<file path="src/rtl/sigmoid_lut_loader_pkg.sv">
// -----------------------------------------------------------------------------
// sigmoid_lut_loader_pkg
// Shared definitions for the programmable sigmoid table:
//   - default Q-format parameters (dataLen/indexLen/fracLen/fracIndex)
//   - FSM state encoding (EMPTY/LOAD/READY)
//   - result-select encoding used by the output stage
//   - index-slice bound and saturation-limit helpers, shared with the
//     hardwired sigmoid so both compute identical indices
// -----------------------------------------------------------------------------
package sigmoid_lut_loader_pkg;

  localparam int DATA_LEN_DEF   = 16;
  localparam int INDEX_LEN_DEF  = 6;
  localparam int FRAC_LEN_DEF   = 8;
  localparam int FRAC_INDEX_DEF = 3;

  typedef enum logic [1:0] {
    ST_EMPTY = 2'd0,
    ST_LOAD  = 2'd1,
    ST_READY = 2'd2
  } state_e;

  // Which value the output stage presents for the most recent lookup.
  typedef enum logic [1:0] {
    SEL_ZERO = 2'd0,
    SEL_ONE  = 2'd1,
    SEL_MEM  = 2'd2
  } sel_e;

  // Lowest input bit that lands in the table index.
  function automatic int idx_lo_bit(input int frac_len, input int frac_index);
    return frac_len - frac_index;
  endfunction

  // Highest input bit that lands in the table index (the MSB of the index is
  // the sign bit, so only indexLen-1 magnitude bits come from this slice).
  function automatic int idx_hi_bit(input int frac_len, input int frac_index,
                                    input int index_len);
    return frac_len - frac_index + index_len - 2;
  endfunction

  // Inputs beyond +/-8.0 saturate to 1.0 / 0.0.
  function automatic int sat_lim(input int frac_len);
    return 8 << frac_len;
  endfunction

endpackage

</file>
<file path="src/rtl/sigmoid_lut_loader_if.sv">
// -----------------------------------------------------------------------------
// sigmoid_lut_loader_if
// Bundles the load stream and the lookup port of the sigmoid table.
//   master : host/config side + datapath side (drives load/write/lookup)
//   slave  : sigmoid_lut_loader
// Signals: load_start, wr_valid/wr_ready/wr_data, load_done, table_valid,
//          lk_valid/lk_ready/lk_in, res_valid/res_out.
// -----------------------------------------------------------------------------
interface sigmoid_lut_loader_if #(
  parameter int DATA_LEN = 16
);
  logic                load_start;
  logic                wr_valid;
  logic                wr_ready;
  logic [DATA_LEN-1:0] wr_data;
  logic                load_done;
  logic                table_valid;
  logic                lk_valid;
  logic                lk_ready;
  logic [DATA_LEN-1:0] lk_in;
  logic                res_valid;
  logic [DATA_LEN-1:0] res_out;

  modport master (
    output load_start, wr_valid, wr_data, lk_valid, lk_in,
    input  wr_ready, load_done, table_valid, lk_ready, res_valid, res_out
  );

  modport slave (
    input  load_start, wr_valid, wr_data, lk_valid, lk_in,
    output wr_ready, load_done, table_valid, lk_ready, res_valid, res_out
  );
endinterface

</file>
<file path="src/rtl/sigmoid_lut_loader_mem.sv">
// -----------------------------------------------------------------------------
// sigmoid_lut_mem
// 2**INDEX_LEN x DATA_LEN table storage: one write port, one synchronous
// read port. No reset on contents or read data; the owner gates their use.
//   clk      in   clock
//   we_i     in   write enable
//   waddr_i  in   write address
//   wdata_i  in   write data
//   re_i     in   read enable (read register holds when low)
//   raddr_i  in   read address
//   rdata_o  out  registered read data
// -----------------------------------------------------------------------------
module sigmoid_lut_mem #(
  parameter int DATA_LEN  = 16,
  parameter int INDEX_LEN = 6
) (
  input  logic                 clk,
  input  logic                 we_i,
  input  logic [INDEX_LEN-1:0] waddr_i,
  input  logic [DATA_LEN-1:0]  wdata_i,
  input  logic                 re_i,
  input  logic [INDEX_LEN-1:0] raddr_i,
  output logic [DATA_LEN-1:0]  rdata_o
);

  logic [DATA_LEN-1:0] mem_q [2**INDEX_LEN];

  // Table write and registered read; read data holds between lookups.
  always_ff @(posedge clk) begin
    if (we_i) begin
      mem_q[waddr_i] <= wdata_i;
    end
    if (re_i) begin
      rdata_o <= mem_q[raddr_i];
    end
  end

endmodule

</file>
<file path="src/rtl/sigmoid_lut_loader.sv">
// -----------------------------------------------------------------------------
// sigmoid_lut_loader
// Programmable sigmoid table: loads 2**INDEX_LEN entries over a valid/ready
// stream, then serves registered sigmoid lookups with +/-8.0 saturation.
//   clk    in  clock, rising edge
//   rst_n  in  asynchronous active-low reset
//   bus    slave modport of sigmoid_lut_loader_if (load stream + lookups)
// -----------------------------------------------------------------------------
module sigmoid_lut_loader
  import sigmoid_lut_loader_pkg::*;
#(
  parameter int DATA_LEN   = DATA_LEN_DEF,
  parameter int INDEX_LEN  = INDEX_LEN_DEF,
  parameter int FRAC_LEN   = FRAC_LEN_DEF,
  parameter int FRAC_INDEX = FRAC_INDEX_DEF
) (
  input  logic                  clk,
  input  logic                  rst_n,
  sigmoid_lut_loader_if.slave   bus
);

  localparam int IDX_LO = idx_lo_bit(FRAC_LEN, FRAC_INDEX);
  localparam int IDX_HI = idx_hi_bit(FRAC_LEN, FRAC_INDEX, INDEX_LEN);
  localparam logic signed [DATA_LEN-1:0] SAT_POS = DATA_LEN'(sat_lim(FRAC_LEN));
  localparam logic signed [DATA_LEN-1:0] SAT_NEG = -SAT_POS;
  localparam logic [DATA_LEN-1:0]  ONE_VAL   = DATA_LEN'(1) << FRAC_LEN;
  localparam logic [INDEX_LEN-1:0] LAST_ADDR = {INDEX_LEN{1'b1}};

  state_e                 state_q;
  logic [INDEX_LEN-1:0]   wr_addr_q;
  logic                   load_done_q;
  logic                   table_valid_q;
  logic                   res_valid_q;
  sel_e                   sel_q;
  sel_e                   sel_d;
  logic                   wr_ready;
  logic                   lk_ready;
  logic                   wr_fire;
  logic                   lk_fire;
  logic [INDEX_LEN-1:0]   lk_idx;
  logic signed [DATA_LEN-1:0] lk_signed;
  logic [DATA_LEN-1:0]    mem_rdata;
  logic [DATA_LEN-1:0]    res_out;

  // load_start has priority over both ports so a restart never races a write
  // or produces a result from a table that is about to be invalidated.
  assign wr_ready  = (state_q == ST_LOAD)  & ~bus.load_start;
  assign lk_ready  = (state_q == ST_READY) & ~bus.load_start;
  assign wr_fire   = bus.wr_valid & wr_ready;
  assign lk_fire   = bus.lk_valid & lk_ready;
  assign lk_signed = signed'(bus.lk_in);
  // Index MSB is the sign; low bits are the integer/fraction slice around 0.
  assign lk_idx    = {bus.lk_in[DATA_LEN-1], bus.lk_in[IDX_HI:IDX_LO]};

  sigmoid_lut_mem #(
    .DATA_LEN  (DATA_LEN),
    .INDEX_LEN (INDEX_LEN)
  ) u_mem (
    .clk     (clk),
    .we_i    (wr_fire),
    .waddr_i (wr_addr_q),
    .wdata_i (bus.wr_data),
    .re_i    (lk_fire),
    .raddr_i (lk_idx),
    .rdata_o (mem_rdata)
  );

  // Saturation decision for the lookup currently on the port.
  always_comb begin
    sel_d = SEL_MEM;
    if (lk_signed < SAT_NEG) begin
      sel_d = SEL_ZERO;
    end else if (lk_signed > SAT_POS) begin
      sel_d = SEL_ONE;
    end else begin
      sel_d = SEL_MEM;
    end
  end

  // Load FSM: state, write address, load_done pulse and table_valid flag.
  always_ff @(posedge clk or negedge rst_n) begin
    if (!rst_n) begin
      state_q       <= ST_EMPTY;
      wr_addr_q     <= '0;
      load_done_q   <= 1'b0;
      table_valid_q <= 1'b0;
    end else begin
      load_done_q <= 1'b0;
      case (state_q)
        ST_EMPTY, ST_READY: begin
          if (bus.load_start) begin
            state_q       <= ST_LOAD;
            wr_addr_q     <= '0;
            table_valid_q <= 1'b0;
          end
        end
        ST_LOAD: begin
          if (bus.load_start) begin
            wr_addr_q <= '0;
          end else if (wr_fire) begin
            wr_addr_q <= wr_addr_q + INDEX_LEN'(1);
            if (wr_addr_q == LAST_ADDR) begin
              state_q       <= ST_READY;
              load_done_q   <= 1'b1;
              table_valid_q <= 1'b1;
            end
          end
        end
        default: begin
          state_q       <= ST_EMPTY;
          wr_addr_q     <= '0;
          table_valid_q <= 1'b0;
        end
      endcase
    end
  end

  // Result stage: select travels with the synchronous memory read, so the
  // output and res_valid line up; select holds so res_out holds too.
  always_ff @(posedge clk or negedge rst_n) begin
    if (!rst_n) begin
      res_valid_q <= 1'b0;
      sel_q       <= SEL_ZERO;
    end else begin
      res_valid_q <= lk_fire;
      if (lk_fire) begin
        sel_q <= sel_d;
      end
    end
  end

  // Output mux; SEL_ZERO after reset keeps res_out at 0 despite unreset RAM.
  always_comb begin
    res_out = '0;
    case (sel_q)
      SEL_ZERO: res_out = '0;
      SEL_ONE:  res_out = ONE_VAL;
      SEL_MEM:  res_out = mem_rdata;
      default:  res_out = '0;
    endcase
  end

  assign bus.wr_ready    = wr_ready;
  assign bus.lk_ready    = lk_ready;
  assign bus.load_done   = load_done_q;
  assign bus.table_valid = table_valid_q;
  assign bus.res_valid   = res_valid_q;
  assign bus.res_out     = res_out;

endmodule

</file>
<file path="src/flat_wrapper.sv">
// flat-port wrapper written by rule: the top's interface ports become plain ports
module sigmoid_lut_loader_flat import sigmoid_lut_loader_pkg::*;
#(
  parameter int DATA_LEN   = DATA_LEN_DEF,
  parameter int INDEX_LEN  = INDEX_LEN_DEF,
  parameter int FRAC_LEN   = FRAC_LEN_DEF,
  parameter int FRAC_INDEX = FRAC_INDEX_DEF
)
  (clk, rst_n, bus_load_start, bus_wr_valid, bus_wr_data, bus_lk_valid, bus_lk_in, bus_wr_ready, bus_load_done, bus_table_valid, bus_lk_ready, bus_res_valid, bus_res_out);
  sigmoid_lut_loader_if #(.DATA_LEN(DATA_LEN)) bus_i ();
  input  logic clk;
  input  logic rst_n;
  input wire logic [$bits(bus_i.load_start)-1:0] bus_load_start;
  input wire logic [$bits(bus_i.wr_valid)-1:0] bus_wr_valid;
  input wire logic [$bits(bus_i.wr_data)-1:0] bus_wr_data;
  input wire logic [$bits(bus_i.lk_valid)-1:0] bus_lk_valid;
  input wire logic [$bits(bus_i.lk_in)-1:0] bus_lk_in;
  output wire logic [$bits(bus_i.wr_ready)-1:0] bus_wr_ready;
  output wire logic [$bits(bus_i.load_done)-1:0] bus_load_done;
  output wire logic [$bits(bus_i.table_valid)-1:0] bus_table_valid;
  output wire logic [$bits(bus_i.lk_ready)-1:0] bus_lk_ready;
  output wire logic [$bits(bus_i.res_valid)-1:0] bus_res_valid;
  output wire logic [$bits(bus_i.res_out)-1:0] bus_res_out;
  assign bus_i.load_start = bus_load_start;
  assign bus_i.wr_valid = bus_wr_valid;
  assign bus_i.wr_data = bus_wr_data;
  assign bus_i.lk_valid = bus_lk_valid;
  assign bus_i.lk_in = bus_lk_in;
  assign bus_wr_ready = bus_i.wr_ready;
  assign bus_load_done = bus_i.load_done;
  assign bus_table_valid = bus_i.table_valid;
  assign bus_lk_ready = bus_i.lk_ready;
  assign bus_res_valid = bus_i.res_valid;
  assign bus_res_out = bus_i.res_out;
  sigmoid_lut_loader #(.DATA_LEN(DATA_LEN), .INDEX_LEN(INDEX_LEN), .FRAC_LEN(FRAC_LEN), .FRAC_INDEX(FRAC_INDEX)) u_core (.clk(clk), .rst_n(rst_n), .bus(bus_i));
endmodule
</file>
<file path="config.mk">
export PLATFORM = sky130hd
export DESIGN_NAME = sigmoid_lut_loader_flat
export DESIGN_NICKNAME = d
export VERILOG_FILES = /design/src/rtl/sigmoid_lut_loader_pkg.sv /design/src/rtl/sigmoid_lut_loader_if.sv /design/src/rtl/sigmoid_lut_loader_mem.sv /design/src/rtl/sigmoid_lut_loader.sv /design/src/flat_wrapper.sv
export SDC_FILE = /design/constraint.sdc
export NUM_CORES = 1
export LEC_CHECK = 0
export ABC_AREA = 1
export CORE_MARGIN = 4
export CORE_UTILIZATION = 28
export DETAILED_ROUTE_END_ITERATION = 7
export PLACE_DENSITY_LB_ADDON = 0.3
export SLEW_MARGIN = 20
export SYNTH_ARGS = -nofsm -noshare
export SYNTH_HDL_FRONTEND = slang
export SYNTH_SLANG_ARGS = --single-unit
</file>
<file path="constraint.sdc">
create_clock -name clk -period 2.3 [get_ports clk]
set_input_delay 0.345 -clock clk [delete_from_list [all_inputs] [get_ports clk]]
set_output_delay 0.345 -clock clk [all_outputs]
set_load 0.01 [all_outputs]
</file>
# --- After elaboration in Yosys (flattened, before gate mapping) ---
# Memory sizes are Yosys's and may differ from the RTL's. A register that Yosys moved wholly into a read port is not among the register bits.
# Index checks and enable logic that the tools add are counted.
classes:
  addsub: 1
  magnitude_cmp: 2
  eq_ne: 10
  n_mux: 23
  bitwise_logic: 5
  reduce_logical: 4
ops:
  columns: ["op", "count"]
  rows:
  - ["case mux 16 bit (2 select lines)", 1]
  - ["two-way mux 6 bit", 3]
  - ["> comparator 16 x 13 -> 1 bit, second input constant", 1]
  - ["< comparator 16 x 12 -> 1 bit, second input constant", 1]
  - ["two-way mux 2 bit", 6]
  - ["case mux 6 bit (2 select lines)", 1]
  - ["two-way mux 1 bit", 10]
  - ["inequality test 2 bit, second input constant", 4]
  - ["adder 6 x 1 -> 6 bit, second input constant", 1]
  - ["equality test 6 bit, second input constant", 1]
  - ["bitwise AND 1 bit", 4]
  - ["equality test 2 x 1 -> 1 bit, second input constant", 2]
  - ["equality test 2 bit, second input constant", 2]
  - ["case mux 2 bit (2 select lines)", 1]
  - ["AND reduction 4 bit", 1]
  - ["inequality test 3 bit, second input constant", 1]
  - ["logical NOT 2 bit", 1]
  - ["case mux 1 bit (2 select lines)", 1]
  - ["AND reduction 2 bit", 1]
  - ["OR reduction 2 bit", 1]
  - ["NOT 1 bit", 1]
word_totals:
  register_bits: 13
  mem_bits_rw: 1024
  inputBits: 37
  output_inout_bits: 21
  word_cells: 52
  mem_count: 1
memory_table:
  columns: ["memory", "words", "width", "read_ports", "rd_clocked_by_memory_dff", "write_ports", "line", "text"]
  rows:
  - ["u_core.u_mem.mem_q", 64, 16, 1, 1, 1, "sigmoid_lut_loader_mem.sv:26", "logic [DATA_LEN-1:0] mem_q [2**INDEX_LEN];"]

# --- Depth between registers and ports, before layout ---
# Gate-level depths: netlist of run 1.
depth:
  ltp_word: 6
  depth_mapped: 15
  ltp_nobuf: 13

# --- Modules after synthesis ---
# Synthesis of run 1 repeated with hierarchy kept, for this count alone.
unflattened:
  cells_unflattened: 3650
  hier_area_um2: 43143.9
by_module_without_submodules:
  columns: ["mod", "instances", "cells_per_inst", "area_each_um2", "seq_area_each_um2"]
  rows:
  - ["sigmoid_lut_mem", 1, 3517, 42259.3, 31230.0]
  - ["sigmoid_lut_loader", 1, 133, 884.6, 325.3]

# --- Worst setup path after synthesis of run 1 ---
# OpenSTA, ideal clock, no wires.
synth_timing:
  path_kind: "flip-flop to flip-flop"
  from: "register u_core.state_q[1]"
  to: "memory u_core.u_mem.mem_q[0][0] (enable)"
  setup_time_ns: 0.388
  t_arrival_ns: 1.966
  t_required_ns: 1.912
  slack_ns: -0.054
  stages_incl_launch_ff: 8
  path_buffers: 0
  synth_period_minus_slack_ns: 2.354
  path_cell_list: "dfrtp_1 inv_1 nand2_1 nor2_2 nand2_1 nor2_1 nand2_1 nor2_1"
synth_between:
  elab_chain_cells: 5
synth_lines:
  columns: ["element", "line", "text"]
  rows:
  - ["from (decl)", "sigmoid_lut_loader.sv:29", "state_e state_q;"]
  - ["from (signal assigned)", "sigmoid_lut_loader.sv:83", "state_q <= ST_EMPTY;"]
  - ["from (signal assigned)", "sigmoid_lut_loader.sv:92", "state_q <= ST_LOAD;"]
  - ["from (signal assigned)", "sigmoid_lut_loader.sv:103", "state_q <= ST_READY;"]
  - ["equality test 2 x 1 -> 1 bit", "sigmoid_lut_loader.sv:47", "assign wr_ready = (state_q == ST_LOAD) & ~bus.load_start;"]
  - ["bitwise AND 1 bit", "sigmoid_lut_loader.sv:47", null]
  - ["net bus_wr_ready", "flat_wrapper.sv:18", "output wire logic [$bits(bus_i.wr_ready)-1:0] bus_wr_ready;"]
  - ["bitwise AND 1 bit", "sigmoid_lut_loader.sv:49", "assign wr_fire = bus.wr_valid & wr_ready;"]
  - ["two-way mux 1 bit", "sigmoid_lut_loader_mem.sv:30", "if (we_i) begin"]
  - ["two-way mux 1 bit (not written as such)", "sigmoid_lut_loader_mem.sv:31", "mem_q[waddr_i] <= wdata_i;"]
  - ["to (decl)", "sigmoid_lut_loader_mem.sv:26", null]
# The timed path passes the listed nets, and every way through them passes these cells.

# --- Worst setup path after layout of run 1 ---
layout_timing:
  from: "register u_core.sel_q[0]"
  to: "output port bus_res_out[13]"
layout_between:
  elab_chain_cells: 2
  elab_cells_between_ends: 3
  classes_between: "2 x eq/ne; 1 x mux"
layout_lines:
  columns: ["element", "line", "text"]
  rows:
  - ["from (decl)", "sigmoid_lut_loader.sv:34", "sel_e sel_q;"]
  - ["from (signal assigned)", "sigmoid_lut_loader.sv:127", "sel_q <= sel_d;"]
  - ["equality test 2 bit or equality test 2 x 1 -> 1 bit (tied branches)", "sigmoid_lut_loader.sv:135", "case (sel_q)"]
  - ["case mux 16 bit (2 select lines) *", "sigmoid_lut_loader.sv:135", null]
  - ["to (decl)", "flat_wrapper.sv:23", "output wire logic [$bits(bus_i.res_out)-1:0] bus_res_out;"]
# Every way passes the cells marked *; elsewhere a longest branch is shown, timed or not.

==> results of run 1 <==
==> critical path: cells and delay by family (launching register included) <==
family,cells,cell delay (ns)
buf+inv,6,0.60
flops,1,0.39
fa+ha+maj,1,0.20
simple gates,1,0.07
==> registers in the layout, indices dropped and copies added, names as in the netlist <==
register                count
u_core.bus.load_done        1
u_core.u_mem.mem_q       1024
u_core.bus.table_valid      1
u_core.state_q              2
u_core.wr_addr_q            6
u_core.bus.res_valid        1
u_core.u_mem.rdata_o       16
u_core.sel_q                2
==> routing by layer <==
metal,global-route usage (%),part of all wire (%)
met5,0,0
met2,25.5,47
met3,2.13,6.1
met4,3.71,1.9
met1,22.5,45
==> repair_timing <==
action | in CTS | in global routing
cloned | 0 | 0
pin swaps | 0 | 1
gates resized for setup | 89 | 38
hold endpoints to repair | 13 | 0
buffers inserted | 5 | 3
hold buffers | 1 | 0
setup endpoints to repair | 18 | 979
==> cells in the mapped netlist (2+ instances only) <==
master and number:
buf_6 5, nor2_1 162, buf_2 115, buf_4 42, nor3_1 12, edfxtp_1 1040, o21ai_0 20, dfrtp_1 13
nand3_1 423, o211ai_1 48, nor2_4 2, buf_1 11, clkbuf_1 33, ha_1 3, a21oi_1 143, a21boi_0 45
nand3_2 2, clkinv_1 2, nor4_1 2, or2_2 12, inv_1 174, nand2_1 1450
==> power by group through the flow <==
stage | logic (uW) | registers, uW | clock network (uW)
floorplan | 1260 | 21500 | 0
global placement | 2890 | 21500 | 0
detailed placement | 2880 | 21500 | 0
CTS | 2900 | 21100 | 17300
global route | 3110 | 21100 | 18100
finish | 2880 | 21100 | 17000
==> cell type report <==
class | count | share of cell area, %
Clock buffer | 131 | 5.46
Timing Repair Buffer | 391 | 8.24
Tap cell | 2044 | 4.85
Sequential cell | 1053 | 59.9
Clock inverter | 75 | 1.03
Multi-Input combinational cell | 2330 | 19.2
Inverter | 179 | 1.36
==> cell families after synthesis <==
family                   Yosys count  share of synthesized area [%]
buffers and inverters            385                           4.14
adder cells (fa/ha/maj)            3                         0.0867
AO/OA/AOI/OAI                    260                           3.56
AND/OR/NAND/NOR                 2067                           19.3
flip-flops                      1053                           72.9
==> final timing paths <==
check / start / end / slack, ns / depth (start not counted)
min reg2reg: u_core.bus.table_valid / u_core.bus.table_valid / 0.47 / 2
min: bus_wr_data[11] / u_core.u_mem.mem_q[43][11] / 0.06 / 1
max reg2reg: u_core.state_q[1] / u_core.u_mem.mem_q[57][11] / 0.17 / 10
max: u_core.sel_q[0] / bus_res_out[13] / -0.004 / 8
min in group asynchronous: rst_n / u_core.wr_addr_q[0] / 0.55 / 3
max in group asynchronous: rst_n / u_core.bus.res_valid / 1.52 / 3
==> per-stage QoR <==
| stage | total power [uW] | hold slack (ns) |
|---|---|---|
| 6_report | 41000 | 0.0557 |
| 5_1_grt | 42400 | 0.0317 |
| 4_1_cts | 41400 | 0.0148 |
| 3_5_place_dp | 24400 | 0.459 |
| 3_3_place_gp | 24400 | 0.459 |
| 2_1_floorplan | 22800 | 0.0494 |
==> metrics, run 1 <==
Top FF cell, synth edfxtp_1; vias post-DR roughly 29000; Final Cell Area 52700 um2; final std cells w/o fill 6203; clock network power share around two fifths; CP Max Fanout 4; Pins Over Slew Limit 0; syn nets 3808; Distinct cells, synth 31; I/O pin count 58; Critical Path Source Type flip-flop; CP endpoint kind output pin; Num Clock Sinks 1053; Die X roughly 400 um; MaxCap Viol Count 0; Slowest cell on crit path dfrtp_1; Sum Neg Setup Slack -0.00380 ns; clock latency on the worst-skew pair 0.71 ns; register area roughly 32000 um2; P_leak 0.0197 uW; GRT overflow 0; n_diodes 0; global-route wire length before repair 190000 um; setup violation total in the final timing report 1; DRT Pass-1 Iters 5; Area Growth Syn to Fin 21.7%; P per Cell Area ~800 nW/um2; Crit Path Category flip-flop to output pin; commonest non-fill, non-tap cells in the layout 1439 x nand2_1, 1040 x edfxtp_1, 423 x nand3_1; Max H-tree Level 3; RSZ-0062 raised after global routing yes; Worst slew margin slightly below 60%; Reg clk slew, reported paths ~0.060 ns; height of the die about 400 um; Num CTS Buffers 110; Placement Cell Area roughly 49000 um2; Worst VDD drop 0.000564 V; Via density ~4.6; Post-synth EDFFs approximately 1000; CTS Root Cell clkbuf_16; worst min path class input port to flip-flop; nets 4105; status complete, but fails checks; row cnt ~140; vias in the first global route approximately 27000; multi-input logic area 10100 um2; pre-CTS WS -0.255 ns; Power Internal ~31000 uW; WP data required just under 2 ns; Synth Cell Area between 40000 and 50000 um2; Placer Congestion approximately 0.86; Seq pwr share roughly half; top-area cell type share of the netlist area 72.1%; Inst Count DP 5989; largest net degree at the start of global routing 65; TritonCTS clock tree yes; Util after Layout about 34%; final worst slack -0.00380 ns; DR iter-0 viols about 2900; Synth Warn # 0; placed wire-length estimate 84000 um; Final Hold Fails 0; IO Port Bufs 57; flops & latches, synth 1053; FFs w/ async S/R, synth between 1 and 1.5%; Worst-Margin Slew between 0.6 and 0.7 ns; most common cell after layout, fill and taps aside nand2_1; overall global routing resource usage 15.8%; P_sw about 9600 uW; Crit path largest cell delay 0.39 ns; sequential element share of the synthesized area 72.9%; post-route minimum period roughly 2.3 ns; Core ar. between 150000 and 200000 um2; fin crit share 100%; Worst Path Arrival 1.96 ns; initial antenna violation count 2; layout cell share with drive strength beyond 1 between 10% and 20%; clk buf depth 3; Die ar. ~160000 um2; Synth Instances ~3800; Final Skew between 0.04 and 0.05 ns; Avg Cell Area, Syn 11.5 um2; Detail Route Antenna Nets 0; maximum clock frequency around 0.43 GHz; DRT Wirelength 131000 um; Synth area leaders edfxtp_1 72%, nand2_1 13%, nand3_1 4.9%, a21oi_1 1.7%, inv_1 1.5%; area leader, netlist edfxtp_1; Cell Chain, Critical Path inv_2 -> ha_4 -> buf_12 -> buf_12 -> buf_6 -> nand2_4 -> inv_8 -> buf_6; Switching Share 23.3%; Fill cells between 15000 and 20000; DRC viols 0; combinational share of power approximately 7%; Routed WL per cell about 21 um; failing checks setup timing; Initial Util 28.1%
(Power assumes the default switching activity.)
==> run 2: changes to the inputs <==
SKIP_LAST_GASP = 1   (was default)
==> run 2 against run 1 <==
  * The flow now finishes without violations
  * Maximum frequency increased by 0.54%
  * Clock-buffer cell count unchanged
  * Core utilization barely moved
  * Global-route usage about the same
  * Die area unchanged
  * Worst hold slack got worse by 0.0046 ns
  * Worst setup slack better by 0.012 ns
  * Critical path depth unchanged
  * First-iteration DRC count decreased by 2.5%
  * Via count fell by 0.18%
==> metrics, run 2 (synthesis results as in run 1) <==
DRT Pass-1 Iters 6; status complete, no violations; TritonCTS clock tree yes; Via density around 4.6; global-route wire length before repair roughly 190000 um; placed wire-length estimate 84000 um; Crit Path Category flip-flop to output pin; Max H-tree Level 3; Num CTS Buffers 110; Core ar. about 150000 um2; CTS Root Cell clkbuf_16; P per Cell Area between 700 and 800 nW/um2; DRC viols 0; commonest non-fill, non-tap cells in the layout 1439 x nand2_1, 1040 x edfxtp_1, 423 x nand3_1; setup violation total in the final timing report 0; P_sw roughly 9600 uW; max FFs per register about 1000; n_diodes 0; I/O pin count 58; Detail Route Antenna Nets 0; DRT Wirelength between 100000 and 150000 um; Worst VDD drop between 0.0005 and 0.0006 V; most common cell after layout, fill and taps aside nand2_1; Setup crit start u_core.sel_q[0]; Critical Path Source Type flip-flop; Final Hold Fails 0; P_leak 0.0198 uW; WP data required 1.96 ns; Fill cells between 15000 and 20000; clock latency on the worst-skew pair slightly above 0.7 ns; CP Max Fanout 4; Pins Over Slew Limit 0; Final Skew between 0.04 and 0.05 ns; largest net degree at the start of global routing 65; Die ar. ~160000 um2; MaxCap Viol Count 0; total power draw about 40000 uW; maximum clock frequency about 0.44 GHz; post-route minimum period approximately 2.3 ns; GRT overflow 0; Worst Path Arrival a little under 2 ns; combinational share of power about 7.0%; Placer Congestion about 0.86; RSZ-0062 raised after global routing yes; nets 4106; initial antenna violation count 3; Routed WL per cell 21.1 um; Worst-Margin Slew 0.606 ns; Reg clk slew, reported paths ~0.06 ns; Num Clock Sinks 1053; row cnt 144; Die X 401 um; Worst slew margin 59.5%; Switching Share 23.3%; biggest regs u_core.u_mem.mem_q x1024, u_core.u_mem.rdata_o x16, u_core.wr_addr_q x6; height of the die 401 um; fin crit share approximately 100%; Area Growth Syn to Fin 21.7%; Crit Reg-Reg Startpoint u_core.state_q[1]; Initial Util between 20% and 30%; vias post-DR between 20000 and 30000; Power Internal about 31000 uW; overall global routing resource usage ~16%; Most flops, register u_core.u_mem.mem_q; Seq pwr share around half; Fin Hold WS approximately 0.051 ns; clk buf depth 3; Worst Hold Launch bus_wr_data[11]; IO Port Bufs 57; CP endpoint kind output pin; layout cell share with drive strength beyond 1 14.0%; vias in the first global route between 20000 and 30000; DR iter-0 viols ~2800; worst min path class input port to flip-flop; clock network power share about 42%
run 2: layer usage:
layer | global-route usage, % | vias to the layer above | part of all wire, %
met5 | 0 | - | 0
met2 | 25.5 | 887 | 47
met3 | 2.12 | 153 | 6.2
met1 | 22.5 | 14200 | 45
met4 | 3.63 | 0 | 2.0
li1 | - | 13500 | -
run 2: power groups by stage:
| stage | Clock [uW] | Combinational, uW | Sequential, uW |
|---|---|---|---|
| 2_1_floorplan | 0 | 1260 | 21500 |
| 3_3_place_gp | 0 | 2890 | 21500 |
| 5_1_grt | 18100 | 3110 | 21100 |
| 3_5_place_dp | 0 | 2880 | 21500 |
| 6_report | 17000 | 2880 | 21100 |
| 4_1_cts | 17300 | 2900 | 21100 |
run 2: area by class of cell:
type | count | area (um2) | area share [%]
well taps | 2044 | 2560 | 4.85
clock buffers | 131 | 2870 | 5.45
clock inverters | 75 | 541 | 1.03
multi-input cells | 2330 | 10100 | 19.2
flip-flops and latches | 1053 | 31600 | 59.9
repair buffers | 392 | 4340 | 8.24
inverters | 179 | 716 | 1.36
run 2: critical path, cell delays in order, from the launching register on:
cell,delay (ns)
dfrtp_1,0.39
inv_2,0.06
ha_4,0.20
buf_12,0.14
buf_12,0.12
buf_6,0.11
nand2_4,0.07
inv_8,0.05
buf_6,0.11
run 2: stage by stage:
step                      utilization (%)  cells  instance area, um2  TNS, ns  worst slack [ns]
after floorplan                         -   3768               43300   -23.78           -0.0545
after global placement               31.9   5989               49000  -125.22            -0.269
final                                34.2   6204               52700        0           0.00847
after global routing                 34.2   6204               52700   -0.198           -0.0551
after CTS                            34.2   6201               52600   -0.718            -0.208
after detailed placement             31.9   5989               49000  -125.61            -0.255
run 2: timing repair:
| action | CTS | global route |
|---|---|---|
| pin swaps | 0 | 1 |
| endpoints found under the hold margin | 13 | 0 |
| endpoints found under the setup margin | 18 | 979 |
| hold buffers | 1 | 0 |
| gates resized for setup | 82 | 36 |
| setup buffers | 5 | 4 |
| cloned | 0 | 0 |
run 2: path summary, 6_finish.rpt:
| path | end | slack [ns] | depth (start not counted) |
|---|---|---|---|
| worst max-delay path | bus_res_out[13] | 0.008 | 8 |
| worst min-delay path | u_core.u_mem.mem_q[43][11] | 0.05 | 1 |
| worst max register to register | u_core.u_mem.mem_q[54][14] | 0.16 | 10 |
| worst min register to register | u_core.bus.table_valid | 0.47 | 2 |
| max in group asynchronous | u_core.bus.res_valid | 1.52 | 3 |
| min in group asynchronous | u_core.wr_addr_q[4] | 0.55 | 3 |
